[config.mk]
export PLATFORM = sky130hd
export DESIGN_NAME = arp_rx_parser
export DESIGN_NICKNAME = d
export VERILOG_FILES = /design/src/rtl/arp_rx_parser.sv
export SDC_FILE = /design/constraint.sdc
export NUM_CORES = 1
export LEC_CHECK = 0
export ABC_AREA = 1
export CAP_MARGIN = 5
export CORE_UTILIZATION = 45
export DETAILED_ROUTE_END_ITERATION = 10
export PLACE_DENSITY = 0.75
export SYNTH_ARGS = -nofsm -noshare
export SYNTH_HDL_FRONTEND = slang
export SYNTH_SLANG_ARGS = --single-unit
[constraint.sdc]
create_clock -name clk -period 2.8 [get_ports clk]
set_input_delay 0.28 -clock clk [delete_from_list [all_inputs] [get_ports clk]]
set_output_delay 0.28 -clock clk [all_outputs]
set_load 0.02 [all_outputs]
[src/rtl/arp_rx_parser.sv]
// GMII-side ARP receive parser: strips preamble/SFD, checks the Ethernet/ARP header,
// and pulses the ARP operation for frames addressed to us.
module arp_rx_parser #(
   parameter bit          CHECK_DST_MAC = 1'b1,
   parameter int unsigned MIN_PREAMBLE  = 1
) (
   input  logic        clk,
   input  logic        rst_n,
   input  logic [7:0]  i_data,
   input  logic        i_data_vl,
   input  logic [47:0] i_my_mac,
   input  logic [31:0] i_my_ip,
   output logic [1:0]  o_pkt_type,
   output logic [47:0] o_SHA,
   output logic [31:0] o_SPA,
   output logic [7:0]  o_drop_cnt
);

   localparam logic [7:0] MinPre = (MIN_PREAMBLE > 255) ? 8'hFF : 8'(MIN_PREAMBLE);
   localparam logic [5:0] HdrLen = 6'd42;

   typedef enum logic [2:0] {
      StIdle,
      StPreamble,
      StHeader,
      StDrain,
      StReport
   } state_e;

   state_e      state_q, state_d;
   logic [7:0]  pre_cnt_q, pre_cnt_d;
   logic [5:0]  idx_q, idx_d;
   logic        bad_q, bad_d;
   logic        dst_bc_q, dst_bc_d;
   logic        dst_me_q, dst_me_d;
   logic        is_req_q, is_req_d;
   logic [47:0] sha_cap_q, sha_cap_d;
   logic [31:0] spa_cap_q, spa_cap_d;
   logic [47:0] sha_q, sha_d;
   logic [31:0] spa_q, spa_d;
   logic [7:0]  drop_q, drop_d;
   logic [1:0]  pkt_q, pkt_d;

   logic        exp_chk;
   logic [7:0]  exp_byte;
   logic [7:0]  mac_byte;
   logic        frame_ok;

   // Fixed header fields and TPA compare against a per-index expected byte.
   always_comb begin
      exp_chk  = 1'b1;
      exp_byte = 8'h00;
      case (idx_q)
         6'd12:   exp_byte = 8'h08;
         6'd13:   exp_byte = 8'h06;
         6'd14:   exp_byte = 8'h00;
         6'd15:   exp_byte = 8'h01;
         6'd16:   exp_byte = 8'h08;
         6'd17:   exp_byte = 8'h00;
         6'd18:   exp_byte = 8'h06;
         6'd19:   exp_byte = 8'h04;
         6'd20:   exp_byte = 8'h00;
         6'd38:   exp_byte = i_my_ip[31:24];
         6'd39:   exp_byte = i_my_ip[23:16];
         6'd40:   exp_byte = i_my_ip[15:8];
         6'd41:   exp_byte = i_my_ip[7:0];
         default: exp_chk  = 1'b0;
      endcase
   end

   always_comb begin
      case (idx_q[2:0])
         3'd0:    mac_byte = i_my_mac[47:40];
         3'd1:    mac_byte = i_my_mac[39:32];
         3'd2:    mac_byte = i_my_mac[31:24];
         3'd3:    mac_byte = i_my_mac[23:16];
         3'd4:    mac_byte = i_my_mac[15:8];
         default: mac_byte = i_my_mac[7:0];
      endcase
   end

   assign frame_ok = (idx_q == HdrLen) && !bad_q;

   always_comb begin
      state_d   = state_q;
      pre_cnt_d = pre_cnt_q;
      idx_d     = idx_q;
      bad_d     = bad_q;
      dst_bc_d  = dst_bc_q;
      dst_me_d  = dst_me_q;
      is_req_d  = is_req_q;
      sha_cap_d = sha_cap_q;
      spa_cap_d = spa_cap_q;
      sha_d     = sha_q;
      spa_d     = spa_q;
      drop_d    = drop_q;
      pkt_d     = 2'b00;

      case (state_q)
         StIdle: begin
            if (i_data_vl) begin
               if (i_data == 8'h55) begin
                  state_d   = StPreamble;
                  pre_cnt_d = 8'd1;
               end else begin
                  state_d = StDrain;
               end
            end
         end

         StPreamble: begin
            if (!i_data_vl) begin
               state_d = StIdle;
            end else if (i_data == 8'h55) begin
               if (pre_cnt_q != 8'hFF) pre_cnt_d = pre_cnt_q + 8'd1;
            end else if ((i_data == 8'hD5) && (pre_cnt_q >= MinPre)) begin
               state_d  = StHeader;
               idx_d    = 6'd0;
               bad_d    = 1'b0;
               dst_bc_d = 1'b1;
               dst_me_d = 1'b1;
               is_req_d = 1'b0;
            end else begin
               state_d = StDrain;
            end
         end

         StHeader: begin
            if (i_data_vl) begin
               if (idx_q < HdrLen) begin
                  idx_d = idx_q + 6'd1;
                  if (exp_chk && (i_data != exp_byte)) bad_d = 1'b1;
                  if (idx_q <= 6'd5) begin
                     if (i_data != 8'hFF) dst_bc_d = 1'b0;
                     if (i_data != mac_byte) dst_me_d = 1'b0;
                     if ((idx_q == 6'd5) && CHECK_DST_MAC && !dst_bc_d && !dst_me_d) begin
                        bad_d = 1'b1;
                     end
                  end else if (idx_q == 6'd21) begin
                     is_req_d = (i_data == 8'h01);
                     if ((i_data != 8'h01) && (i_data != 8'h02)) bad_d = 1'b1;
                  end else if ((idx_q >= 6'd22) && (idx_q <= 6'd27)) begin
                     sha_cap_d = {sha_cap_q[39:0], i_data};
                  end else if ((idx_q >= 6'd28) && (idx_q <= 6'd31)) begin
                     spa_cap_d = {spa_cap_q[23:0], i_data};
                  end
               end
            end else begin
               // Result is registered so it appears in the REPORT cycle itself.
               state_d = StReport;
               if (frame_ok) begin
                  pkt_d = is_req_q ? 2'b01 : 2'b10;
                  sha_d = sha_cap_q;
                  spa_d = spa_cap_q;
               end else begin
                  drop_d = drop_q + 8'd1;
               end
            end
         end

         StDrain: begin
            if (!i_data_vl) state_d = StIdle;
         end

         StReport: begin
            state_d = i_data_vl ? StDrain : StIdle;
         end

         default: state_d = StIdle;
      endcase
   end

   always_ff @(posedge clk or negedge rst_n) begin
      if (!rst_n) begin
         state_q   <= StIdle;
         pre_cnt_q <= 8'd0;
         idx_q     <= 6'd0;
         bad_q     <= 1'b0;
         dst_bc_q  <= 1'b0;
         dst_me_q  <= 1'b0;
         is_req_q  <= 1'b0;
         sha_cap_q <= 48'd0;
         spa_cap_q <= 32'd0;
         sha_q     <= 48'd0;
         spa_q     <= 32'd0;
         drop_q    <= 8'd0;
         pkt_q     <= 2'b00;
      end else begin
         state_q   <= state_d;
         pre_cnt_q <= pre_cnt_d;
         idx_q     <= idx_d;
         bad_q     <= bad_d;
         dst_bc_q  <= dst_bc_d;
         dst_me_q  <= dst_me_d;
         is_req_q  <= is_req_d;
         sha_cap_q <= sha_cap_d;
         spa_cap_q <= spa_cap_d;
         sha_q     <= sha_d;
         spa_q     <= spa_d;
         drop_q    <= drop_d;
         pkt_q     <= pkt_d;
      end
   end

   assign o_pkt_type = pkt_q;
   assign o_SHA      = sha_q;
   assign o_SPA      = spa_q;
   assign o_drop_cnt = drop_q;

endmodule

# Word level (Yosys, flattened, before mapping)
# Cells that the tools add are included.
# W data, S select, Z words.
# word_totals
output_inout_bits	90
n_memories	0
latch_bits	0
ramBits	0
reg_bits	191
elab_cells	168
inputBits	91
mem_bits_ro	0
# op_classes
mux	65
mul	0
n_bitwise	5
n_reduce_logical	27
order_cmp	7
eq_ne	48
div	0
n_shift	0
addsub	3
# op_table
cell	count
$pmux W8 S8	1
$mux W8	5
$pmux W8 S5	1
$eq A6 B5 Y1 const B	6
$mux W1	35
$eq A6 B6 Y1 const B	5
$mux W6	5
$ne A2 B2 Y1 const B	14
$eq A6 B4 Y1 const B	4
$reduce_and A6 Y1	3
$add A8 B1 Y8 const B	2
$ne A8 B8 Y1	2
$ne A8 B8 Y1 const B	2
$pmux W8 S2	1
$mux W3	5
$pmux W3 S5	1
$reduce_and A7 Y1	2
$reduce_or A13 Y1	1
$eq A3 B2 Y1 const B	4
$ge A6 B5 Y1 const B	2
$le A6 B5 Y1 const B	2
$mux W2	6
$pmux W6 S2	1
$eq A8 B1 Y1 const B	1
other kinds (22)	44

# Longest topological paths before layout
# depth
ltp_word	15
depth_mapped	18
ltp_nobuf	17

# Worst setup path before layout
# OpenSTA, ideal clock, no wires.
# synth_timing
kind	register -> register
from	reg idx_q[2]
to	reg bad_q
setup_slack_ns	0.583
synth_period_minus_slack_ns	2.217
t_arrival_ns	2.095
path_stages_with_launch	17
t_required_ns	2.678
path_buffers	2
setup_time_ns	0.122
path_cell_list	dfrtp_1 -> inv_2 -> buf_2 -> ha_1 -> clkbuf_1 -> nor2_1 -> nand4_1 -> nand3_1 -> nor2_1 -> nor2_1 -> nand2_1 -> nor2_1 -> nand3_1 -> nand2_1 -> nand3_1 -> nand2_1 -> a21oi_1
# synth_between
elab_chain_len	15
word_cells_on_any_way	49
cone_classes	order compare (2); eq/ne (22); mux (16); reduce/logical (9)
# synth_lines
element	line_no	text
from (decl)	32	logic [5:0] idx_q, idx_d;
from (signal assigned)	191	idx_q <= idx_d;
$eq A3 B3 Y1, or another cell as far along	72	case (idx_q[2:0])
$pmux W8 S5	72	
$ne A8 B8 Y1	135	if (i_data != mac_byte) dst_me_d = 1'b0;
$mux W1	135	
$mux W1	133	if (idx_q <= 6'd5) begin
$mux W1	130	if (idx_q < HdrLen) begin
$mux W1	129	if (i_data_vl) begin
$mux W1	99	case (state_q)
$logic_not A1 Y1	136	if ((idx_q == 6'd5) && CHECK_DST_MAC && !dst_bc_d && !dst_me_d) begin
$logic_and A1 B1 Y1	136	
$mux W1	136	
$mux W1	133	
$mux W1	130	
$mux W1	129	
$pmux W1 S2	99	
to (signal assigned)	178	bad_q <= 1'b0;
to (signal assigned)	192	bad_q <= bad_d;
to (decl)	33	logic bad_q, bad_d;
# Parallel ways exist; a longest one is shown, timed or not. The select of a mux whose other input is x is not followed.
# A chain may end at the register's enable or synchronous reset.

# Worst setup path after layout
# layout_timing
from	reg idx_q[1]
to	reg sha_cap_q[32]
# layout_between
elab_chain_len	3
word_cells_on_any_way	9
cone_classes	order compare (4); eq/ne (1); bitwise (2); reduce/logical (2)
# layout_lines
element	line_no	text
$ge A6 B5 Y1, or another cell as far along	142	end else if ((idx_q >= 6'd22) && (idx_q <= 6'd27)) begin
$logic_and A1 B1 Y1 / $not A1 Y1 (equally long branches)	n/a	
$reduce_and A6 Y1 (no source line) *	n/a	
to (signal assigned)	196	sha_cap_q <= sha_cap_d;
to (decl)	37	logic [47:0] sha_cap_q, sha_cap_d;
# Mark *: on every way between the ends. The rest lies on a longest branch, timed or not.

==> flow_metrics.py <==
metrics = {
    "yosys": {
        "synth_most_common_cell": "nand2_1",
        "ys_ff_latch": 191,
        "synth_area_leaders": "dfrtp_1 (53%), nand2_1 (11%), inv_1 (4.9%)",
        "yosysWarnings": 0,
        "synthTopCellsByCount": "nand2_1 (266), dfrtp_1 (191), inv_1 (118)",
        "synth_top_cell_area_share_pct": 52.7,
        "ys_seq_area_share_pct": 52.7,
        "synth_edf_count": 0,
        "synth.distinct_cells": 42,
        "async_reset_ff_share_pct": 100,
        "syn_avg_cell_area_um2": 8.60,
        "ys.flop_type": "dfrtp_1",
        "syn-cell-area_um2": 9070,
        "synthCells": 1055,
        "yosys.area.top_type": "dfrtp_1",
        "synth.net_count": 1156,
    },
    "clock_network": {
        "post_cts_buffers": 0,
        "clock-sinks": 191,
        "cts_root_buf": "clkbuf_16",
        "cts.path.max_buffers": 2,
        "numCtsBuffers": 17,
        "h-tree-depth": 4,
        "clk_pin_slew_ns": 0.07,
        "cts_tree": "built",
        "clkLatencyLatePin_ns": 0.43,
    },
    "final_layout": {
        "finalNetCount": 1339,
        "fillerInstances": 1712,
        "synthToLayoutAreaGrowth_pct": 30.4,
        "drive_above_1_share_pct": 11.4,
        "antenna_cells": 0,
        "stdcell_count": 1516,
        "finalInstanceArea_um2": 11800,
        "finalCoreUtilization_pct": 60.4,
    },
    "sta": {
        "slew_headroom_pct": 47.6,
        "fin_worst_skew_ns": 0.0107,
        "rsz0062_at_grt": "no",
        "max_freq_mhz": 389,
        "finalHoldViolCount": 0,
        "min_period_ns": 2.57,
        "report.final.setup_viol": 0,
        "worstMarginPinSlew_ns": 0.786,
        "fin_ws_ns": 0.229,
        "tns_ns": 0,
        "slew_viol_final": 0,
        "fin_hold_ws_ns": 0.472,
        "timing.final.crit_share_pct": 91.8,
    },
    "global_routing": {
        "antenna_found_initial": 0,
        "grt.met2_usage_pct": 37.0,
        "grt_busiest_layer": "met2",
        "grt_pass1_wl_mm": 35.5,
        "grt_pass1_vias": 7194,
        "grt_use_met3_pct": 4.83,
        "overflow": 0,
        "grt_max_degree": 98,
        "grt.total_usage_pct": 22.1,
        "use_met1_pct": 28.8,
    },
    "hold_path": {
        "hold_path.class": "reg2reg",
        "min-delay-start": "o_drop_cnt[7]",
    },
    "setup_path": {
        "critical-path-slowest-cell": "nor4_1",
        "endpoint_kind": "flop",
        "cp-startpoint": "idx_q[1]",
        "r2r-start": "idx_q[1]",
        "cpPeakStageDelay_ns": 0.43,
        "worst-setup-path-type": "reg2reg",
        "crit_chain": "inv_1, ha_1, o311ai_2, inv_2, nor4_1, nand3_4, buf_12, nand2_1, o21ai_1",
        "required_ns": 3.10,
        "worst_setup_path_start_kind": "flop",
        "critical_path.max_fanout": 60,
        "cp.arrival_ns": 2.88,
    },
    "route": {
        "drt_iter0_markers": 483,
        "drc": 0,
        "via_per_inst": 4.92,
        "drt-total-wl_mm": 21.6,
        "antenna_left": 0,
        "drtPass1Iterations": 5,
        "wl_per_cell_um": 14.3,
        "vias": 7463,
    },
    "power": {
        "vdd_drop_max_uv": 403,
        "p_clk_share_pct": 33.5,
        "power_mw": 6.83,
        "p_leak_nw": 5.29,
        "pwr-share-comb_pct": 23.1,
        "power.switching_mw": 2.14,
        "p_int_mw": 4.69,
        "powerDensity_nw_per_um2": 578,
        "seqPwrFrac_pct": 43.4,
        "switching_share_pct": 31.3,
    },
    "placement": {
        "globalplace.congestion": 1.01,
        "placedCellCount": 1483,
        "postPlaceCellArea_um2": 11300,
        "port_buffers": 180,
        "hpwl_mm": 16.0,
        "dp_slack_ns": 0.301,
    },
    "floorplanning": {
        "rows": 51,
        "start_util_pct": 46.3,
        "die_w_um": 144,
        "die_area_um2": 20700,
        "coreArea_um2": 19600,
        "boundaryPins": 181,
        "die_h_um": 144,
    },
    "job": {
        "maxCapViolations": 0,
    },
    "status": {
        "status": "completed",
    },
}
==> power by group through the flow <==
stage	logic (mW)	clock network, mW	registers (mW)
CTS	1.57	2.34	2.97
floorplan	0.941	0	3.03
detailed placement	1.56	0	3.02
global route	1.75	2.46	2.98
global placement	1.54	0	3.01
finish	1.58	2.29	2.97
==> worst max-delay path: cells and delay by family, from the launching register on <==
family | cells | cell delay, ns
AO/OA/AOI/OAI | 2 | 0.48
adder cells (fa/ha/maj) | 1 | 0.34
buffers and inverters | 3 | 0.48
flip-flops | 1 | 0.41
AND/OR/NAND/NOR | 3 | 0.70
==> timing repair <==
item / 4_1_cts / 5_1_grt
endpoints found under the setup margin: 0 / 0
hold buffers: 1 / 0
resized for setup: 0 / 0
endpoints found under the hold margin: 94 / 0
==> worst paths after layout <==
check	endpoint	slack (ns)	cells past startpoint
min in group asynchronous	o_SPA[21]	0.50	2
worst max-delay path	sha_cap_q[32]	0.23	9
worst max register to register	sha_cap_q[32]	0.23	9
worst min-delay path	o_drop_cnt[7]	0.47	1
worst min register to register	o_drop_cnt[7]	0.47	1
max in group asynchronous	o_SHA[18]	1.58	3
==> layer usage <==
layer  up-vias  share of wire [%]
met4         0                1.1
met3        25                6.0
met1      3434                 45
met5         -                  0
met2       230                 48
li1       3774                  -
==> layout make-up <==
class                      instances  area (µm²)  share of cell area, %
clock buffer                      18         429                   3.63
clock inverter                    14         133                   1.12
inverter                         128         482                   4.07
multi-input combinational        696        3610                   30.5
sequential                       191        4780                   40.4
tap                              265         332                   2.80
timing repair buffer             204        2060                   17.4
==> layout by cell type (no fill, tap or decap), types with 4 or more instances in the layout <==
cell type        Yosys  final
o21ai_1             67     67
nor3_1              20     20
nor4_1               4      4
o21ai_2             10     10
nor2_2               8      8
a21oi_1             10     10
nand4_1             22     22
xnor2_1              4      4
o21ai_0             84     84
clkinv_2             1      4
ha_1                10     10
mux2_2               6      6
nor2_1              61     61
buf_4                1     17
nand3_1             47     47
inv_6                0      4
dfrtp_1            191    191
inv_2                9      9
nand2_2             33     33
inv_1              118    118
buf_12               0      6
clkbuf_16            0     17
nand2_1            266    265
clkdlybuf4s50_1      0    179
o31ai_1              4      4
xor2_1               9      9
mux2_4              10     10
==> kinds of logic after synthesis <==
logic type / Yosys count / share of synthesized area (%)
simple gates: 475 / 23.4
compound gates: 182 / 11.0
fa+ha+maj: 10 / 1.38
buf+inv: 168 / 7.81
xor+xnor: 13 / 1.26
flops: 191 / 52.7
mux: 16 / 2.40
==> sequential cells by signal, summed over array words and instances, names as in the netlist <==
signal and flops:
dst_bc_q 1, pre_cnt_q 8, idx_q 6, bad_q 1
o_SHA 48, sha_cap_q 48, is_req_q 1, dst_me_q 1
o_SPA 32, state_q 3, o_drop_cnt 8, o_pkt_type 2
spa_cap_q 32
No activity file was read; power rests on OpenSTA's default activity.
